<file path="config.mk">
export PLATFORM = sky130hd
export DESIGN_NAME = cpu_bus_sequencer
export DESIGN_NICKNAME = d
export VERILOG_FILES = /design/src/rtl/cpu_bus_sequencer.sv
export SDC_FILE = /design/constraint.sdc
export NUM_CORES = 1
export LEC_CHECK = 0
export ABC_AREA = 1
export CORE_MARGIN = 5
export CORE_UTILIZATION = 44
export CTS_BUF_LIST = sky130_fd_sc_hd__clkbuf_2 sky130_fd_sc_hd__clkbuf_4 sky130_fd_sc_hd__clkbuf_8
export CTS_CLUSTER_DIAMETER = 30
export DETAILED_ROUTE_END_ITERATION = 7
export PLACE_DENSITY = 0.78
export SYNTH_ARGS = -nofsm -noshare
export SYNTH_HDL_FRONTEND = slang
export SYNTH_SLANG_ARGS = --single-unit
export TNS_END_PERCENT = 5
</file>
<file path="constraint.sdc">
create_clock -name clock -period 1.2 [get_ports clock]
set_input_delay 0.3 -clock clock [delete_from_list [all_inputs] [get_ports clock]]
set_output_delay 0.3 -clock clock [all_outputs]
set_load 0.02 [all_outputs]
</file>
<file path="src/rtl/cpu_bus_sequencer.sv">
// Eight-phase multiplexed CPU bus front end (A1 A2 A3 M1 M2 X1 X2 X3) with halt/resume.
// Every output is registered; its next value is decoded from the next phase and the next latched request.
module cpu_bus_sequencer #(
    parameter int unsigned DATA_W    = 4,
    parameter int unsigned RAM_BANKS = 4,
    parameter int unsigned BANK_W    = 2
) (
    input  logic                   clock,
    input  logic                   reset,
    input  logic                   halt,
    input  logic [3*DATA_W-1:0]    addr,
    input  logic [BANK_W-1:0]      bank_sel,
    input  logic                   io_req,
    input  logic                   wr_req,
    input  logic [DATA_W-1:0]      wr_data,
    input  logic [DATA_W-1:0]      data_i,
    output logic [DATA_W-1:0]      data_o,
    output logic                   data_en,
    output logic                   sync,
    output logic                   rom_cmd,
    output logic [RAM_BANKS-1:0]   ram_cmd_n,
    output logic [2*DATA_W-1:0]    opcode,
    output logic                   instr_valid,
    output logic [DATA_W-1:0]      rd_data,
    output logic                   rd_valid,
    output logic                   halted
);

    localparam int unsigned ADDR_W = 3 * DATA_W;
    localparam int unsigned OP_W   = 2 * DATA_W;

    typedef enum logic [3:0] {
        HLT, A1, A2, A3, M1, M2, X1, X2, X3
    } phase_e;

    phase_e phase, phase_next;

    logic [ADDR_W-1:0]    addr_q,  addr_next;
    logic [BANK_W-1:0]    bank_q,  bank_next;
    logic                 io_q,    io_next;
    logic                 wr_q,    wr_next;
    logic [DATA_W-1:0]    wdata_q, wdata_next;

    logic [OP_W-1:0]      opcode_next;
    logic [DATA_W-1:0]    rd_data_next;
    logic [DATA_W-1:0]    data_o_next;
    logic                 data_en_next;
    logic                 sync_next;
    logic                 cmd_active;
    logic                 rom_cmd_next;
    logic [RAM_BANKS-1:0] ram_cmd_n_next;
    logic                 instr_valid_next;
    logic                 rd_valid_next;
    logic                 halted_next;

    // Phase sequencing, request latch, capture paths and next-output decode
    always_comb begin
        phase_next       = phase;
        addr_next        = addr_q;
        bank_next        = bank_q;
        io_next          = io_q;
        wr_next          = wr_q;
        wdata_next       = wdata_q;
        opcode_next      = opcode;
        rd_data_next     = rd_data;
        data_o_next      = '0;
        data_en_next     = 1'b0;
        sync_next        = 1'b0;
        cmd_active       = 1'b0;
        rom_cmd_next     = 1'b0;
        ram_cmd_n_next   = '1;
        instr_valid_next = 1'b0;
        rd_valid_next    = 1'b0;
        halted_next      = 1'b0;

        case (phase)
            HLT:     phase_next = halt ? HLT : X3;
            A1:      phase_next = A2;
            A2:      phase_next = A3;
            A3:      phase_next = M1;
            M1:      phase_next = M2;
            M2:      phase_next = X1;
            X1:      phase_next = X2;
            X2:      phase_next = X3;
            X3:      phase_next = halt ? HLT : A1;
            default: phase_next = HLT;
        endcase

        // The request for a cycle is taken only as it starts; later input changes are ignored
        if (phase == X3 && phase_next == A1) begin
            addr_next  = addr;
            bank_next  = bank_sel;
            io_next    = io_req;
            wr_next    = wr_req;
            wdata_next = wr_data;
        end

        if (phase == M1) opcode_next[OP_W-1:DATA_W] = data_i;
        if (phase == M2) opcode_next[DATA_W-1:0]    = data_i;
        if (phase == X2 && !wr_q) rd_data_next = data_i;

        case (phase_next)
            A1: begin
                data_en_next = 1'b1;
                data_o_next  = addr_next[DATA_W-1:0];
            end
            A2: begin
                data_en_next = 1'b1;
                data_o_next  = addr_next[2*DATA_W-1:DATA_W];
            end
            A3: begin
                data_en_next = 1'b1;
                data_o_next  = addr_next[3*DATA_W-1:2*DATA_W];
                cmd_active   = 1'b1;
            end
            M2:  cmd_active       = io_next;
            X1:  instr_valid_next = 1'b1;
            X2: begin
                if (wr_next) begin
                    data_en_next = 1'b1;
                    data_o_next  = wdata_next;
                end
            end
            X3: begin
                sync_next = 1'b1;
                // Only a real X2 read earns a pulse, not the X3 that follows HLT
                rd_valid_next = (phase == X2) && !wr_q;
            end
            HLT:     halted_next = 1'b1;
            default: ;
        endcase

        rom_cmd_next = cmd_active;
        // Out-of-range banks match no line, leaving only the ROM strobe
        for (int b = 0; b < RAM_BANKS; b++) begin
            if (cmd_active && bank_next == BANK_W'(b)) ram_cmd_n_next[b] = 1'b0;
        end
    end

    // Phase register
    always_ff @(posedge clock) begin
        if (reset) phase <= HLT;
        else       phase <= phase_next;
    end

    // Latched request, captured data and registered outputs
    always_ff @(posedge clock) begin
        if (reset) begin
            addr_q      <= '0;
            bank_q      <= '0;
            io_q        <= 1'b0;
            wr_q        <= 1'b0;
            wdata_q     <= '0;
            opcode      <= '0;
            rd_data     <= '0;
            data_o      <= '0;
            data_en     <= 1'b0;
            sync        <= 1'b0;
            rom_cmd     <= 1'b0;
            ram_cmd_n   <= '1;
            instr_valid <= 1'b0;
            rd_valid    <= 1'b0;
            halted      <= 1'b1;
        end else begin
            addr_q      <= addr_next;
            bank_q      <= bank_next;
            io_q        <= io_next;
            wr_q        <= wr_next;
            wdata_q     <= wdata_next;
            opcode      <= opcode_next;
            rd_data     <= rd_data_next;
            data_o      <= data_o_next;
            data_en     <= data_en_next;
            sync        <= sync_next;
            rom_cmd     <= rom_cmd_next;
            ram_cmd_n   <= ram_cmd_n_next;
            instr_valid <= instr_valid_next;
            rd_valid    <= rd_valid_next;
            halted      <= halted_next;
        end
    end

endmodule

</file>
==> run summary <==
## Outcome
• **run status** complete, but fails checks
• **violated checks** negative setup slack

## Floorplanning
• **standard cell core area** 4060 µm²
• **# rows** 23
• **Total Die Area** 5640 µm²
• **Chip Height** 75.1 µm
• **Die Span X** 75.1 µm
• **Top Ports** 53
• **initial core utilization** 46.0%

## Power and ir drop
• **power share of the combinational group** 17.9%
• **post-route total power** 3160 µW
• **part of the power in the clock network** 31.6%
• **Power per Cell Area** 1100 nW/µm²
• **P_sw** 859 µW
• **cell-internal power** 2300 µW
• **sequential cell fraction of total power** 50.5%
• **switching part of the total power** 27.2%
• **Max rail drop VDD** 0.000876 V
• **static power due to leakage** 0.00133 µW

## Cells and area
• **sequential cell area** 926 µm²
• **area of the multi-input gates** 871 µm²
• **Diodes inserted** 0
• **Final #Nets** 372
• **fraction of final layout cells sized beyond drive strength 1** 31.2%
• **post-layout utilization of the core** 70.7%
• **number of filler cells placed in the layout** 298
• **synthesis-to-layout area growth** 53.8%

## Synthesis
• **Mapped Nets** 284
• **distinct cell type count of the synthesized netlist** 21
• **Synth Warn #** 0
• **synthesized area** 1870 µm²
• **syn_area_per_cell** 7.26 µm²
• **Post-Synthesis Cells** 257
• **flop and latch count out of synthesis** 46
• **portion of the post-synthesis area used by sequential elements** 49.4%

## Routing
• **number of DRC violations after detailed-routing iteration 0** 100
• **remaining routing DRC violations** 0
• **routed vias/inst** 4.89
• **Total Wirelength** 5.29 mm
• **via count of the routed design** 1938
• **Post-DRT Antenna Nets** 0
• **iteration count of the initial detailed-routing pass** 4
• **detail-routed net length per standard cell** 13.3 µm

## Timing
• **fin. max-slew vios** 0
• **final-report setup violation count** 18
• **clock tree skew after final layout** 0.0106 ns
• **RSZ-0062 raised after global routing** true
• **final cycle utilization of the critical path** 114%
• **Final Hold Viols** 0
• **maximum clock frequency** 0.732 GHz
• **Worst-Margin Slew** 0.253 ns
• **time the worst path needs with I/O delays and setup** 1.37 ns
• **Slew headroom** 83.1%
• **Setup TNS** -1.41 ns
• **minimum setup slack in the final design** -0.167 ns

## Run
• **max_cap viols** 0

## CTS
• **Root Buffer Master** sky130_fd_sc_hd__clkbuf_8
• **maximum clock path buffer count** 2
• **Post-CTS Hold Buffers** 0
• **TritonCTS clock tree** yes
• **number of sinks on the clock net** 46
• **Num CTS Buffers** 5
• **Clock Latency Late Sink** 0.31 ns
• **number of H-tree levels** 2
• **Clk pin slew, worst setup/hold paths** 0.09 ns

## Hold path
• **worst min path class** input pin to flop

## Worst setup path
• **Critical path destination** data_o[3]$_SDFF_PP0_
• **Critical R2R Capture** data_o[3]$_SDFF_PP0_
• **Worst setup SP type** flop
• **Reg2Reg Launch Point** phase[1]$_SDFF_PP0_
• **type of the worst setup path** flop to flop
• **WP data arrival** 1.63 ns
• **Worst Setup End Kind** flop
• **Worst Reg2Reg Path Length in Cells** 8
• **start point of the critical path** phase[1]$_SDFF_PP0_
• **critical path fanouts, max** 5
• **R2R Setup Slk** -0.17 ns
• **required time reported for the critical path endpoint** 1.46 ns

## Placed design
• **Placer Congestion** 0.795
• **input/output buffers** 52
• **DPL Wire Length** 3.63 mm
• **pre-CTS setup slack** -0.515 ns

## GRT
• **total routing usage reported by global routing** 19.3%
• **largest net degree at the start of global routing** 15
• **leftover overflow at the end of global routing** 0
• **via count of the first global-routing pass** 1817
• **initial antenna violation count** 0
• **global-route wire length before repair** 8.22 mm

==> layer usage <==
metal / vias to the layer above / wire length [µm] / track usage, %
li1: 985 / - / -
met1: 887 / 2320 / 24.4
met2: 56 / 2570 / 32.4
met3: 10 / 291 / 3.34
met4: 0 / 101 / 8.30
met5: - / 0 / 0
==> synthesized netlist by cell type <==
library cell,n,area share [%]
sky130_fd_sc_hd__buf_2,1,0.27
sky130_fd_sc_hd__nor2_2,2,0.67
sky130_fd_sc_hd__nand2_1,37,7.4
sky130_fd_sc_hd__o21ai_2,1,0.47
sky130_fd_sc_hd__clkbuf_1,6,1.2
sky130_fd_sc_hd__o211ai_1,1,0.40
sky130_fd_sc_hd__inv_2,5,1.0
sky130_fd_sc_hd__o21ai_1,6,1.6
sky130_fd_sc_hd__nor2_1,54,11
sky130_fd_sc_hd__nor3_1,5,1.3
sky130_fd_sc_hd__nand3_1,20,5.4
sky130_fd_sc_hd__inv_1,37,7.4
sky130_fd_sc_hd__nor3_2,1,0.54
sky130_fd_sc_hd__nand4_1,11,3.7
sky130_fd_sc_hd__o21ai_0,14,3.8
sky130_fd_sc_hd__nand3_4,1,0.94
sky130_fd_sc_hd__buf_6,2,1.2
sky130_fd_sc_hd__a21oi_2,1,0.47
sky130_fd_sc_hd__dfxtp_1,46,49
sky130_fd_sc_hd__nor2_4,1,0.60
sky130_fd_sc_hd__a21oi_1,5,1.3
==> cells in the final DEF (no fill, tap or decap), drive strengths merged <==
cell,Yosys,final
nand3,21,22
clkdlybuf4s15,0,6
clkbuf,6,6
nor3,6,6
nor2,57,57
nand2,37,37
clkinvlp,0,1
inv,42,42
o21ai,21,21
clkinv,0,1
dfxtp,46,46
nand4,11,11
o211ai,1,1
dlymetal6s2s,0,1
clkdlybuf4s50,0,25
a21oi,6,6
buf,3,57
==> how the worst min path moves through the flow <==
| stage | from | endpoint | depth (start not counted) |
|---|---|---|---|
| 3_3_place_gp | rd_data[3]$_SDFFE_PP0P_ | rd_data[3]$_SDFFE_PP0P_ | 2 |
| 2_1_floorplan | data_i[0] | opcode[4]$_SDFFE_PP0P_ | 2 |
| 3_5_place_dp | rd_data[0]$_SDFFE_PP0P_ | rd_data[0]$_SDFFE_PP0P_ | 2 |
| 5_1_grt | halt | phase[0]$_SDFF_PP0_ | 4 |
| 4_1_cts | rd_data[0]$_SDFFE_PP0P_ | rd_data[0]$_SDFFE_PP0P_ | 2 |
| 6_report | halt | phase[0]$_SDFF_PP0_ | 4 |
==> state kept, by name, summed over array words and instances, names as in the netlist <==
| signal | flops |
|---|---|
| addr_q | 8 |
| bank_q | 2 |
| data_en | 1 |
| data_o | 4 |
| halted | 1 |
| instr_valid | 1 |
| io_q | 1 |
| opcode | 8 |
| phase | 4 |
| ram_cmd_n | 4 |
| rd_data | 4 |
| rd_valid | 1 |
| rom_cmd | 1 |
| sync | 1 |
| wdata_q | 4 |
| wr_q | 1 |
==> critical path, stage by stage (launching register included) <==
cell and delay (ns):
sky130_fd_sc_hd__dfxtp_2 0.34, sky130_fd_sc_hd__buf_4 0.15, sky130_fd_sc_hd__buf_4 0.14, sky130_fd_sc_hd__nor3_2 0.19, sky130_fd_sc_hd__buf_4 0.18, sky130_fd_sc_hd__nand3_1 0.10
sky130_fd_sc_hd__nand3_2 0.10, sky130_fd_sc_hd__nor2_1 0.04, sky130_fd_sc_hd__nor2_1 0.07
==> logic make-up after synthesis <==
| group | after synthesis | synth area share, % |
|---|---|---|
| flops | 46 | 49.4 |
| buf+inv | 51 | 11.1 |
| simple gates | 132 | 31.5 |
| compound gates | 28 | 8.05 |
==> per-stage QoR <==
step	cell area, µm²	cells	hold WS [ns]
after floorplan	1880	257	0.435
after global placement	2710	386	0.434
after detailed placement	2710	386	0.434
after CTS	2880	396	0.448
after global routing	2870	396	0.443
final	2870	396	0.423
==> cell type report <==
cell class / instances / area share, %
Timing Repair Buffer: 89 / 26.2
Tap cell: 50 / 2.18
Sequential cell: 46 / 32.3
Clock inverter: 2 / 0.436
Clock buffer: 6 / 2.88
Inverter: 42 / 5.67
Multi-Input combinational cell: 161 / 30.4
==> power by group through the flow <==
stage	Clock [µW]	Sequential, µW	Combinational (µW)
detailed placement	0	1630	519
finish	999	1600	566
global route	1070	1600	617
CTS	997	1600	549
global placement	0	1630	507
floorplan	0	1650	238
==> repair_timing <==
item                                    CTS  global route
pin swaps                                10             3
setup buffers                             1             0
cloned                                    1             0
endpoints found under the setup margin   56            48
gates resized for setup                 112            29
Power figures use the tool's default switching activity.
